`config.mk`:
```
export PLATFORM = sky130hd
export DESIGN_NAME = speed_step_ctrl
export DESIGN_NICKNAME = d
export VERILOG_FILES = /design/src/rtl/speed_step_ctrl.sv
export SDC_FILE = /design/constraint.sdc
export NUM_CORES = 1
export LEC_CHECK = 0
export CORE_ASPECT_RATIO = 0.7
export CORE_MARGIN = 1.5
export CORE_UTILIZATION = 36
export DETAILED_ROUTE_END_ITERATION = 8
export DONT_BUFFER_PORTS = 1
export GPL_TIMING_DRIVEN = 0
export PLACE_DENSITY = 0.54
export RECOVER_POWER = 25
export SLEW_MARGIN = 20
export SYNTH_ARGS = -nofsm -noshare
export SYNTH_HDL_FRONTEND = slang
export SYNTH_SLANG_ARGS = --single-unit
```
`constraint.sdc`:
```
create_clock -name clk -period 2 [get_ports clk]
set_input_delay 0.5 -clock clk [delete_from_list [all_inputs] [get_ports clk]]
set_output_delay 0.5 -clock clk [all_outputs]
set_load 0.02 [all_outputs]
```
`src/rtl/speed_step_ctrl.sv`:
```
// speed_step_ctrl: steps the rotary speed FSM to a requested target with confirmed single-cycle L/R pulses.
// Optional SPEED_STEP_CNT_EN adds a saturating step_cnt output counting issued pulses.
module speed_step_ctrl #(
    parameter int GAP     = 2,
    parameter int TIMEOUT = 16
) (
    input  logic       clk,
    input  logic       reset,
    input  logic       req_valid,
    input  logic [1:0] req_speed,
    output logic       req_ready,
    input  logic       speed_0,
    input  logic       speed_1,
    input  logic       speed_2,
    input  logic       speed_3,
    output logic       L,
    output logic       R,
    output logic       busy,
    output logic       done,
`ifdef SPEED_STEP_CNT_EN
    output logic [7:0] step_cnt,
`endif
    output logic       err
);
    localparam int CW = $clog2(TIMEOUT + 1);
    localparam logic [CW-1:0] G1 = CW'(GAP - 1);
    localparam logic [CW-1:0] T1 = CW'(TIMEOUT - 1);

    typedef enum logic [2:0] {IDLE, CHECK, PULSE, WAIT, DONE, ERR} state_t;
    state_t st, nxt;

    logic [1:0]    target, expected, cur, diff;
    logic [CW-1:0] cnt;
    logic          dir_l, legal;
    logic [3:0]    fb;

    assign fb    = {speed_3, speed_2, speed_1, speed_0};
    assign legal = fb == 4'b0001 || fb == 4'b0010 || fb == 4'b0100 || fb == 4'b1000;
    assign cur   = {fb[3] | fb[2], fb[3] | fb[1]};
    assign diff  = target - cur;

    assign req_ready = st == IDLE;
    assign busy      = st == CHECK || st == PULSE || st == WAIT;
    assign L         = st == PULSE && dir_l;
    assign R         = st == PULSE && !dir_l;
    assign done      = st == DONE;
    assign err       = st == ERR;

    always_comb begin
        nxt = st;
        case (st)
            IDLE:    nxt = req_valid ? CHECK : IDLE;
            CHECK:   nxt = !legal ? ERR : cur == target ? DONE : PULSE;
            PULSE:   nxt = WAIT;
            WAIT:    nxt = !legal ? ERR : (cur == expected && cnt >= G1) ? CHECK : cnt == T1 ? ERR : WAIT;
            DONE:    nxt = IDLE;
            default: nxt = ERR;
        endcase
    end

`ifdef SPEED_STEP_CNT_EN
    always_ff @(posedge clk) begin
        if (reset)
            step_cnt <= '0;
        else if (st == PULSE && step_cnt != 8'hff)
            step_cnt <= step_cnt + 8'd1;
    end
`endif

    always_ff @(posedge clk) begin
        if (reset) begin
            st       <= IDLE;
            target   <= '0;
            expected <= '0;
            dir_l    <= 1'b0;
            cnt      <= '0;
        end else begin
            st  <= nxt;
            cnt <= st == WAIT ? cnt + 1'b1 : '0;
            if (st == IDLE && req_valid)
                target <= req_speed;
            if (st == CHECK) begin
                dir_l    <= diff == 2'd3;
                expected <= diff == 2'd3 ? cur - 2'd1 : cur + 2'd1;
            end
        end
    end
endmodule

```
* Yosys cells after proc, flatten, opt, wreduce, memory -nomap -nowiden
Cells that the tools add are included.
Cells by class: add/subtract/negate cells 4, $mul 0, divide/modulo/power cells 0, $lt $le $gt $ge 1, equal/unequal tests 13, shift operators 0, mux-type cells 8, bitwise gates (word level) 3, reductions and logical operators 12
Operators with widths (count):
- $mux 3 | 5
- $pmux 3 s5 | 1
- $eq 3x2->1 const B | 2
- $eq 3x3->1 const B | 2
- $add 5x1->5 const B | 1
- $eq 5x4->1 const B | 1
- $ge 5x1->1 const B | 1
- $logic_or 1x1->1 | 5
- $eq 2x2->1 | 2
- $eq 4x1->1 const B | 1
- $eq 4x2->1 const B | 1
- $eq 4x3->1 const B | 1
- $eq 4x4->1 const B | 1
- $logic_and 1x1->1 | 4
- $eq 3x1->1 const B | 1
- $logic_not 3->1 | 1
- $add 2x1->2 const B | 1
- $eq 2x2->1 const B | 1
- $mux 2 | 1
- $or 1x1->1 | 2
- $reduce_or 2->1 | 1
- $sub 2x1->2 const B | 1
- $sub 2x2->2 | 1
- $logic_not 1->1 | 1
- other kinds (2) | 2
Word-level totals: register bits after elaboration 13, latch bits 0, memory bits (writable) 0, ROM bits 0, output and inout port bits 6, logic and storage cells 46, memories 0

* Logic depth before layout (Yosys ltp)
Gate-level depths: netlist (run 1).
depth in word-level cells 6, gate-level depth with buffers 9, gate-level depth less buffers 8

* Least setup slack after synthesis (run 1)
Ideal clock, no wire load.
path kind input port to flip-flop, from in speed_1, to reg st[2], library setup time 95 ps, arrival 1710 ps, required time 1905 ps, slack 195 ps, stages on the path 9, cell sequence buf_6 nor2_1 inv_1 ha_1 inv_1 o21ai_0 o21ai_0 or3_1 o311ai_1
Between the ends: longest elaborated chain between the ends 6
Ends and longest elaborated chain:
- from (decl) | RTL line 13 | input logic speed_1,
- $or 1x1->1 (tied with other cells) | RTL line 39 | assign cur = {fb[3] | fb[2], fb[3] | fb[1]};
- $eq 2x2->1 or $logic_or 1x1->1 (tied branches) | RTL line 55, 38
- $logic_and 1x1->1 or $logic_or 1x1->1 (tied branches) | RTL line 55, 38
- $mux 3 or $logic_or 1x1->1 (tied branches) | RTL line 55, 38
- $mux 3 (on tied branches) | RTL line 55, 53
- $pmux 3 s5 (*) | RTL line 51 | case (st)
- to (signal assigned) | RTL line 78 | st <= nxt;
- to (decl) | RTL line 30 | state_t st, nxt;
Every way passes the cells marked *; elsewhere a longest branch is shown, timed or not. A chain may end at the register's enable or synchronous reset.

* Worst setup path after layout (run 1)
from reg st[1], to out L
Between the ends: longest elaborated chain between the ends 2
Ends and longest elaborated chain:
- $eq 3x2->1 | RTL line 44 | assign L = st == PULSE && dir_l;
- $logic_and 1x1->1 | RTL line 44
- to (decl) | RTL line 16 | output logic L,
Every way passes these cells.

==> flow_metrics.env, run 1 <==
export IMPL_fin_crit_sh=0.938
export IMPL_cap_violations=0
export IMPL_die_y_um=44.1
export IMPL_cp_start_kind="register"
export IMPL_layout_drive_gt1_share=0.194
export IMPL_post_place_cells=136
export IMPL_drt_iter0_markers=17
export IMPL_peakVddDrop_mv=0.325
export IMPL_seq_area_frac_synth=0.300
export IMPL_cts_root_buffer="clkbuf_4"
export IMPL_fin_crit_ps=1880
export IMPL_die_w_um=61.7
export IMPL_hpwlAfterDp_um=1200
export IMPL_yosys_warnings=0
export IMPL_setup_tns_ps=0
export IMPL_synth_distinct_cells=39
export IMPL_hold_ws_ps=362
export IMPL_hold_viol_final=0
export IMPL_wl_per_cell_um=11.3
export IMPL_synth_async_reset_ratio=0
export IMPL_grt_max_degree=11
export IMPL_drv_slew=0
export IMPL_grt_pass1_vias=632
export IMPL_core_area_um2=2210
export IMPL_rsz0062_at_grt="no"
export IMPL_post_cts_buffers=0
export IMPL_cts_buffer_depth=2
export IMPL_layout_setup_ws_ps=124
export IMPL_drt_total_wl_um=1580
export IMPL_grt_pass1_wl_um=2970
export IMPL_power_density_nw_per_um2=639
export IMPL_end_kind="output port"
export IMPL_avgSynthCellArea_um2=8.34
export IMPL_fin_nets=122
export IMPL_skew_ps=8.68
export IMPL_pin_count=15
export IMPL_initial_utilization=0.393
export IMPL_synth_fp_nets=117
export IMPL_drc=0
export IMPL_worstPathArrival_ps=1380
export IMPL_setup_viol=0
export IMPL_ys_flop_type="dfxtp_1"
export IMPL_cts_made_buffers=3
export IMPL_grt_antenna_before_repair=0
export IMPL_path_max_fanout=6
export IMPL_gp_congestion=0.737
export IMPL_cts_sinks=13
export IMPL_synth_edf_count=0
export IMPL_h_tree_depth=1
export IMPL_criticalPathCategory="reg2out"
export IMPL_holdCritPathClass="in2reg"
export IMPL_via_count=681
export IMPL_synthCells=104
export IMPL_worst_slew_pin_slew_ps=625
export IMPL_netlist_area_um2=867
export IMPL_slew_headroom=0.580
export IMPL_diodes=0
export IMPL_dp_worst_setup_slack_ps=57.6
export IMPL_grt_usage=0.148
export IMPL_run_status="finished, final reports clean"
export IMPL_postRouteAntennaNets=0
export IMPL_clock_latency_ps=280
export IMPL_viasPerCell=4.86
export IMPL_required_ps=1500
export IMPL_ys_ff_latch=13
export IMPL_area_growth_synth_to_final_pct=9.24
export IMPL_drt_first_pass_iters=4
export IMPL_fmax_mhz=533
export IMPL_cts_clk_slew_worst_paths_ps=90
export IMPL_stdcell_count=140
export IMPL_p_leak_nw=0.368
export IMPL_cts_tree="built"
export IMPL_rows=14
export IMPL_die_area_um2=2720
export IMPL_port_buffers=0
export IMPL_grt_overflow=0
[metal layers]
| metal | wire (um) | vias up | part of all wire | global-route usage |
|---|---|---|---|---|
| met5 | 0 | - | 0 | 0 |
| met4 | 9 | 0 | 0.0057 | 0.0383 |
| met3 | 125 | 2 | 0.079 | 0.0556 |
| met2 | 582 | 22 | 0.37 | 0.192 |
| li1 | - | 364 | - | - |
| met1 | 867 | 293 | 0.55 | 0.229 |
[synth_stat cells (all sizes together) (2+ instances only)]
master   n  share of area
nor2    17          0.079
dfxtp   13           0.30
inv      7          0.030
o21ai    7          0.049
a21oi    6          0.035
buf      5          0.046
xnor2    5          0.051
ha       4          0.058
mux2i    4          0.046
xor2     4          0.049
nand2    3          0.013
nor2b    3          0.022
nor3     3          0.017
nor4     3          0.029
and2     2          0.014
and3     2          0.014
nand3    2          0.017
o22ai    2          0.022
or3      2          0.014
[flip-flops by register name, summed over array words and instances, names as in the netlist]
signal	flops
expected	2
cnt	5
st	3
target	2
dir_l	1
[cells in the final DEF (no fill, tap or decap), types with 3 or more instances in the layout]
cell type,synthesis,layout
dfxtp_1,13,13
nand2_1,3,3
nor2b_1,3,3
xnor2_1,5,5
a21oi_1,6,6
clkbuf_4,0,3
inv_1,6,6
nor2_1,15,15
o21ai_0,3,3
mux2i_1,4,4
nor3_1,3,3
ha_1,4,4
xor2_1,3,3
[metrics by stage]
| stage | cell area (um^2) | total power [mW] | utilization |
|---|---|---|---|
| 6_report | 947 | 0.605 | 0.429 |
| 5_1_grt | 947 | 0.646 | 0.429 |
| 4_1_cts | 947 | 0.611 | 0.429 |
| 3_5_place_dp | 907 | 0.446 | 0.411 |
| 3_3_place_gp | 907 | 0.444 | 0.411 |
| 2_1_floorplan | 867 | 0.425 | - |
[critical path, stage by stage (launching register included)]
cell	delay [ps]
dfxtp_1	460
inv_2	110
nor4b_2	530
[timing repair]
action | CTS | global route
setup endpoints to repair | 2 | 0
hold buffers | 0 | 0
resized for setup | 2 | 0
[cell type report]
class                           instances  area [um^2]
Sequential cell                        13          260
Clock inverter                          1         5.00
Tap cell                               32         40.0
Multi-Input combinational cell         78          549
Fill cell                             246         1260
Inverter                                7         26.3
Clock buffer                            3         22.5
Buffer                                  6         43.8
[logic make-up after synthesis]
logic type                 Yosys count  synth area share
AOI/OAI and AO/OA                   19             0.144
xor gates and xnor gates             9            0.0996
adders and majority gates            4            0.0577
buffers and inverters               13            0.0808
DFF                                 13             0.300
muxes                                4            0.0462
and+or+nand+nor                     42             0.271
[power breakdown]
group / internal (mW) / switching [mW] / leakage (nW)
sequential: 0.273 / 0.0157 / 0.106
clock: 0.0741 / 0.0863 / 0.0177
combinational: 0.0644 / 0.0909 / 0.244
[final timing paths]
check	from	end	slack (ps)	cells after the start
worst min-delay path	req_speed[0]	target[0]$_SDFFE_PP0P_	360	2
worst max register to register	target[0]$_SDFFE_PP0P_	st[2]$_SDFF_PP0_	470	7
worst max-delay path	st[1]$_SDFF_PP0_	L	120	2
worst min register to register	cnt[0]$_SDFF_PP0_	cnt[0]$_SDFF_PP0_	520	1
(Power assumes the default switching activity.)
==> inputs of run 2 (changes only) <==
Settings changed: PLACE_DENSITY 0.54 to 0.61.
==> run 2 against run 1 <==
Net effect:
- final area is 0.13% lower
- clock skew is 8.0 ps lower
- first-iteration DRC count is 59% lower
- worst setup slack worse by 26 ps
- via count is 2.9% higher
- sequential share of layout area hardly changed
- clock-buffer cell count is 1 higher
- sequential cell count stayed put
- worst hold slack worse by 4.4 ps
- die area stayed put
- non-clock buffer count stayed put
- combinational power hardly changed
- critical endpoint is now req_ready
- highest routed layer unchanged
==> flow_metrics.env, run 2 (same netlist as run 1, synthesis figures left out) <==
export IMPL_via_count=701
export IMPL_cts_made_buffers=3
export IMPL_cts_root_buffer="clkbuf_4"
export IMPL_grt_antenna_before_repair=0
export IMPL_cp_start_kind="register"
export IMPL_fin_area_um2=946
export IMPL_top_regs="cnt (5), st (3)"
export IMPL_die_area_um2=2720
export IMPL_diodes=0
export IMPL_die_w_um=61.7
export IMPL_grt_usage=0.144
export IMPL_gp_congestion=0.795
export IMPL_core_area_um2=2210
export IMPL_multi_input_area_um2=549
export IMPL_h_tree_depth=1
export IMPL_layout_drive_gt1_share=0.185
export IMPL_placed_cell_area_um2=907
export IMPL_drv_slew=0
export IMPL_cts_buffer_depth=2
export IMPL_area_growth_synth_to_final_pct=9.09
export IMPL_setup_viol=0
export IMPL_grt_max_degree=11
export IMPL_timing_rr_start="target[0]$_SDFFE_PP0P_"
export IMPL_grt_pass1_wl_um=2820
export IMPL_skew_ps=0.673
export IMPL_p_total_mw=0.615
export IMPL_port_buffers=0
export IMPL_peakVddDrop_mv=0.290
export IMPL_drc=0
export IMPL_clock_latency_ps=280
export IMPL_reg2regPathDepth=7
export IMPL_initial_utilization=0.393
export IMPL_path_max_fanout=10
export IMPL_min_delay_start="req_speed[0]"
export IMPL_cts_clk_slew_worst_paths_ps=80
export IMPL_startpoint="st[2]$_SDFF_PP0_"
export IMPL_cts_sinks=13
export IMPL_slew_headroom=0.569
export IMPL_worst_slew_pin_slew_ps=642
export IMPL_fin_crit_sh=0.951
export IMPL_drt_iter0_markers=7
export IMPL_post_cts_buffers=0
export IMPL_mostFrequentLayoutCell="nor2_1"
export IMPL_drt_first_pass_iters=4
export IMPL_wl_per_cell_um=11.5
export IMPL_drt_total_wl_um=1610
export IMPL_fmax_mhz=526
export IMPL_top_register="cnt"
export IMPL_most_common_layout_cells="15 x nor2_1, 13 x dfxtp_1, 6 x inv_1, 6 x a21oi_1, 5 x xnor2_1"
export IMPL_ctsHoldBuffers=0
export IMPL_required_ps=1500
export IMPL_whs_path_depth=2
export IMPL_viasPerCell=5.01
export IMPL_cap_violations=0
export IMPL_rsz0062_at_grt="no"
export IMPL_cts_tree="built"
export IMPL_die_y_um=44.1
export IMPL_pin_count=15
export IMPL_largest_reg_flops=5
export IMPL_fin_nets=122
export IMPL_grt_pass1_vias=631
export IMPL_power_density_nw_per_um2=650
export IMPL_setup_tns_ps=0
export IMPL_end_kind="output port"
export IMPL_criticalPathCategory="reg2out"
export IMPL_hpwlAfterDp_um=1210
export IMPL_register_area_um2=260
export IMPL_postRouteAntennaNets=0
export IMPL_nFillCells=238
export IMPL_rows=14
export IMPL_holdCritPathClass="in2reg"
export IMPL_hold_viol_final=0
export IMPL_p_leak_nw=0.366
export IMPL_fin_crit_ps=1900
export IMPL_run_status="finished, final reports clean"
export IMPL_grt_overflow=0
export IMPL_worstPathArrival_ps=1400
-- run 2: cell count changes in the layout (fill, tap and decap cells not counted) --
cell,change
clkinv_2,-1
and2_1,+1
clkbuf_1,+1
and2_0,-1
-- run 2: worst max-delay path, stage by stage (launching register included) --
cell and delay, ps:
dfxtp_1 350, clkbuf_1 230, nor3_1 550
-- run 2: where the power goes --
group | internal (mW) | leakage [nW] | switching (mW) | total [mW]
combinational | 0.0647 | 0.245 | 0.0923 | 0.157
sequential | 0.273 | 0.106 | 0.0155 | 0.289
clock | 0.0775 | 0.0150 | 0.0913 | 0.169
-- run 2: worst paths after layout --
| path | endpoint | slack (ps) |
|---|---|---|
| min | target[0]$_SDFFE_PP0P_ | 360 |
| min reg2reg | cnt[0]$_SDFF_PP0_ | 520 |
| max | req_ready | 100 |
| max reg2reg | st[2]$_SDFF_PP0_ | 520 |
-- run 2: cell type report --
class                      instances  share of cell area
inverter                           7              0.0278
tap                               32              0.0423
sequential                        13               0.275
buffer                             6              0.0463
clock buffer                       4              0.0278
multi-input combinational         78               0.581
-- run 2: layer usage --
metal | GRT usage | part of all wire | vias to the layer above
li1 | - | - | 367
met1 | 0.205 | 0.52 | 316
met2 | 0.194 | 0.42 | 13
met3 | 0.0351 | 0.038 | 5
met4 | 0.0894 | 0.027 | 0
met5 | 0 | 0 | -
-- run 2: per-stage QoR --
stage / hold slack [ps] / setup WS, ps / util / std cells
after floorplan: 453 / 195 / - / 104
after detailed placement: 499 / 39.3 / 0.411 / 136
final: 357 / 98.2 / 0.429 / 140
after global routing: 360 / 25.5 / 0.429 / 140
after global placement: 485 / 78.4 / 0.411 / 136
after CTS: 358 / 94.4 / 0.429 / 140
-- run 2: repair_timing --
| action | in CTS | in global routing |
|---|---|---|
| gates resized for setup | 2 | 0 |
| endpoints found under the hold margin | 0 | 0 |
| endpoints found under the setup margin | 2 | 0 |
==> inputs of run 3 (changes only) <==
Settings changed: CAP_MARGIN set to 5, CELL_PAD_IN_SITES_DETAIL_PLACEMENT set to 0, CELL_PAD_IN_SITES_GLOBAL_PLACEMENT set to 1, PLACE_DENSITY 0.61 to 0.6.
==> run 3 against run 2 <==
Net effect:
- routed wire length increased by 4.9%
- critical path type unchanged
- sequential power about the same
- register-to-register slack lost 20 ps
- critical path depth is the same
- clock power fell by 6%
- non-clock buffer count did not move
- combinational power is essentially flat
- maximum frequency up 0.68%
==> flow_metrics.env, run 3 (same netlist as run 1, synthesis figures left out) <==
export IMPL_layout_setup_ws_ps=111
export IMPL_grt_max_degree=11
export IMPL_crit_slowest_cell="nor4b_2"
export IMPL_p_leak_nw=0.366
export IMPL_hold_viol_final=0
export IMPL_slew_headroom=0.574
export IMPL_run_status="finished, final reports clean"
export IMPL_cts_buffer_depth=2
export IMPL_cts_clk_slew_worst_paths_ps=80
export IMPL_die_area_um2=2720
export IMPL_fin_util=0.429
export IMPL_multi_input_area_um2=549
export IMPL_register_area_um2=260
export IMPL_required_ps=1500
export IMPL_drv_slew=0
export IMPL_most_common_layout_cells="15 x nor2_1, 13 x dfxtp_1, 6 x inv_1, 6 x a21oi_1, 5 x xnor2_1"
export IMPL_cts_tree="built"
export IMPL_mostFrequentLayoutCell="nor2_1"
export IMPL_diodes=0
export IMPL_min_delay_start="req_speed[0]"
export IMPL_grt_pass1_wl_um=2970
export IMPL_timing_rr_start="target[0]$_SDFFE_PP0P_"
export IMPL_core_area_um2=2210
export IMPL_initial_utilization=0.393
export IMPL_cts_sinks=13
export IMPL_top_register="cnt"
export IMPL_post_cts_buffers=0
export IMPL_grt_pass1_vias=614
export IMPL_die_w_um=61.7
export IMPL_fin_nets=122
export IMPL_drt_iter0_markers=25
export IMPL_drc=0
export IMPL_crit_chain="inv_2, nor4b_2"
export IMPL_clock_latency_ps=270
export IMPL_viasPerCell=4.96
export IMPL_fin_crit_ps=1890
export IMPL_die_y_um=44.1
export IMPL_power_density_nw_per_um2=640
export IMPL_rows=14
export IMPL_rsz0062_at_grt="yes"
export IMPL_postRouteAntennaNets=0
export IMPL_layout_drive_gt1_share=0.185
export IMPL_criticalPathCategory="reg2out"
export IMPL_holdCritPathClass="in2reg"
export IMPL_end_kind="output port"
export IMPL_path_max_fanout=6
export IMPL_h_tree_depth=1
export IMPL_grt_antenna_before_repair=0
export IMPL_startpoint="st[1]$_SDFF_PP0_"
export IMPL_area_growth_synth_to_final_pct=9.09
export IMPL_cts_root_buffer="clkbuf_4"
export IMPL_peakVddDrop_mv=0.323
export IMPL_worstPathArrival_ps=1390
export IMPL_setup_viol=0
export IMPL_slowest_delay_ps=550
export IMPL_pin_count=15
export IMPL_fin_crit_sh=0.945
export IMPL_port_buffers=0
export IMPL_dp_worst_setup_slack_ps=28.9
export IMPL_nFillCells=254
export IMPL_cap_violations=0
export IMPL_worst_slew_pin_slew_ps=634
export IMPL_cp_start_kind="register"
export IMPL_fmax_mhz=529
export IMPL_drt_total_wl_um=1690
export IMPL_gp_congestion=0.720
export IMPL_via_count=694
export IMPL_wl_per_cell_um=12.1
export IMPL_fin_area_um2=946
export IMPL_placed_cell_area_um2=907
export IMPL_drt_first_pass_iters=4
export IMPL_hpwlAfterDp_um=1280
export IMPL_skew_ps=4.89
export IMPL_grt_overflow=0
export IMPL_grt_usage=0.148
export IMPL_top_regs="cnt (5), st (3)"
export IMPL_largest_reg_flops=5
export IMPL_hold_ws_ps=366
export IMPL_ctsHoldBuffers=0
export IMPL_cts_made_buffers=3
-- run 3: per-stage QoR --
step	TNS [ps]	instances	power [mW]
floorplan	0	104	0.425
global placement	0	136	0.448
detailed placement	0	136	0.449
CTS	0	140	0.614
global route	-0.852	140	0.646
finish	0	140	0.605
-- run 3: timing repair --
| item | in CTS | in global routing |
|---|---|---|
| gates resized for setup | 2 | 0 |
| setup endpoints to repair | 2 | 1 |
| pin swaps | 0 | 0 |
| hold endpoints to repair | 0 | 0 |
-- run 3: final cells by class --
type                       instances  area share
tap                               32      0.0423
inverter                           7      0.0278
multi-input combinational         78       0.581
buffer                             6      0.0463
sequential                        13       0.275
clock buffer                       4      0.0278
-- run 3: power breakdown --
part	switching (mW)	internal, mW
Combinational	0.0934	0.0647
Clock	0.0820	0.0772
Sequential	0.0147	0.273
Total	0.190	0.415
-- run 3: worst paths after layout --
kind,endpoint,slack [ps],cells after the start
hold reg to reg,cnt[0]$_SDFF_PP0_,510,1
setup / recovery,L,110,2
hold / removal,target[0]$_SDFFE_PP0P_,370,2
setup reg to reg,st[2]$_SDFF_PP0_,500,7
-- run 3: routing by layer --
metal,GRT usage,up-vias,wire length (um)
met5,0,-,0
met4,0.0255,0,0
met3,0.0556,0,93
met2,0.173,17,596
met1,0.250,312,1000
li1,-,365,-
-- run 3: critical path, delay by kind of cell (launching register included) --
family / cells / cell delay [ps]
buf+inv: 1 / 110
simple gates: 1 / 550
flops: 1 / 460
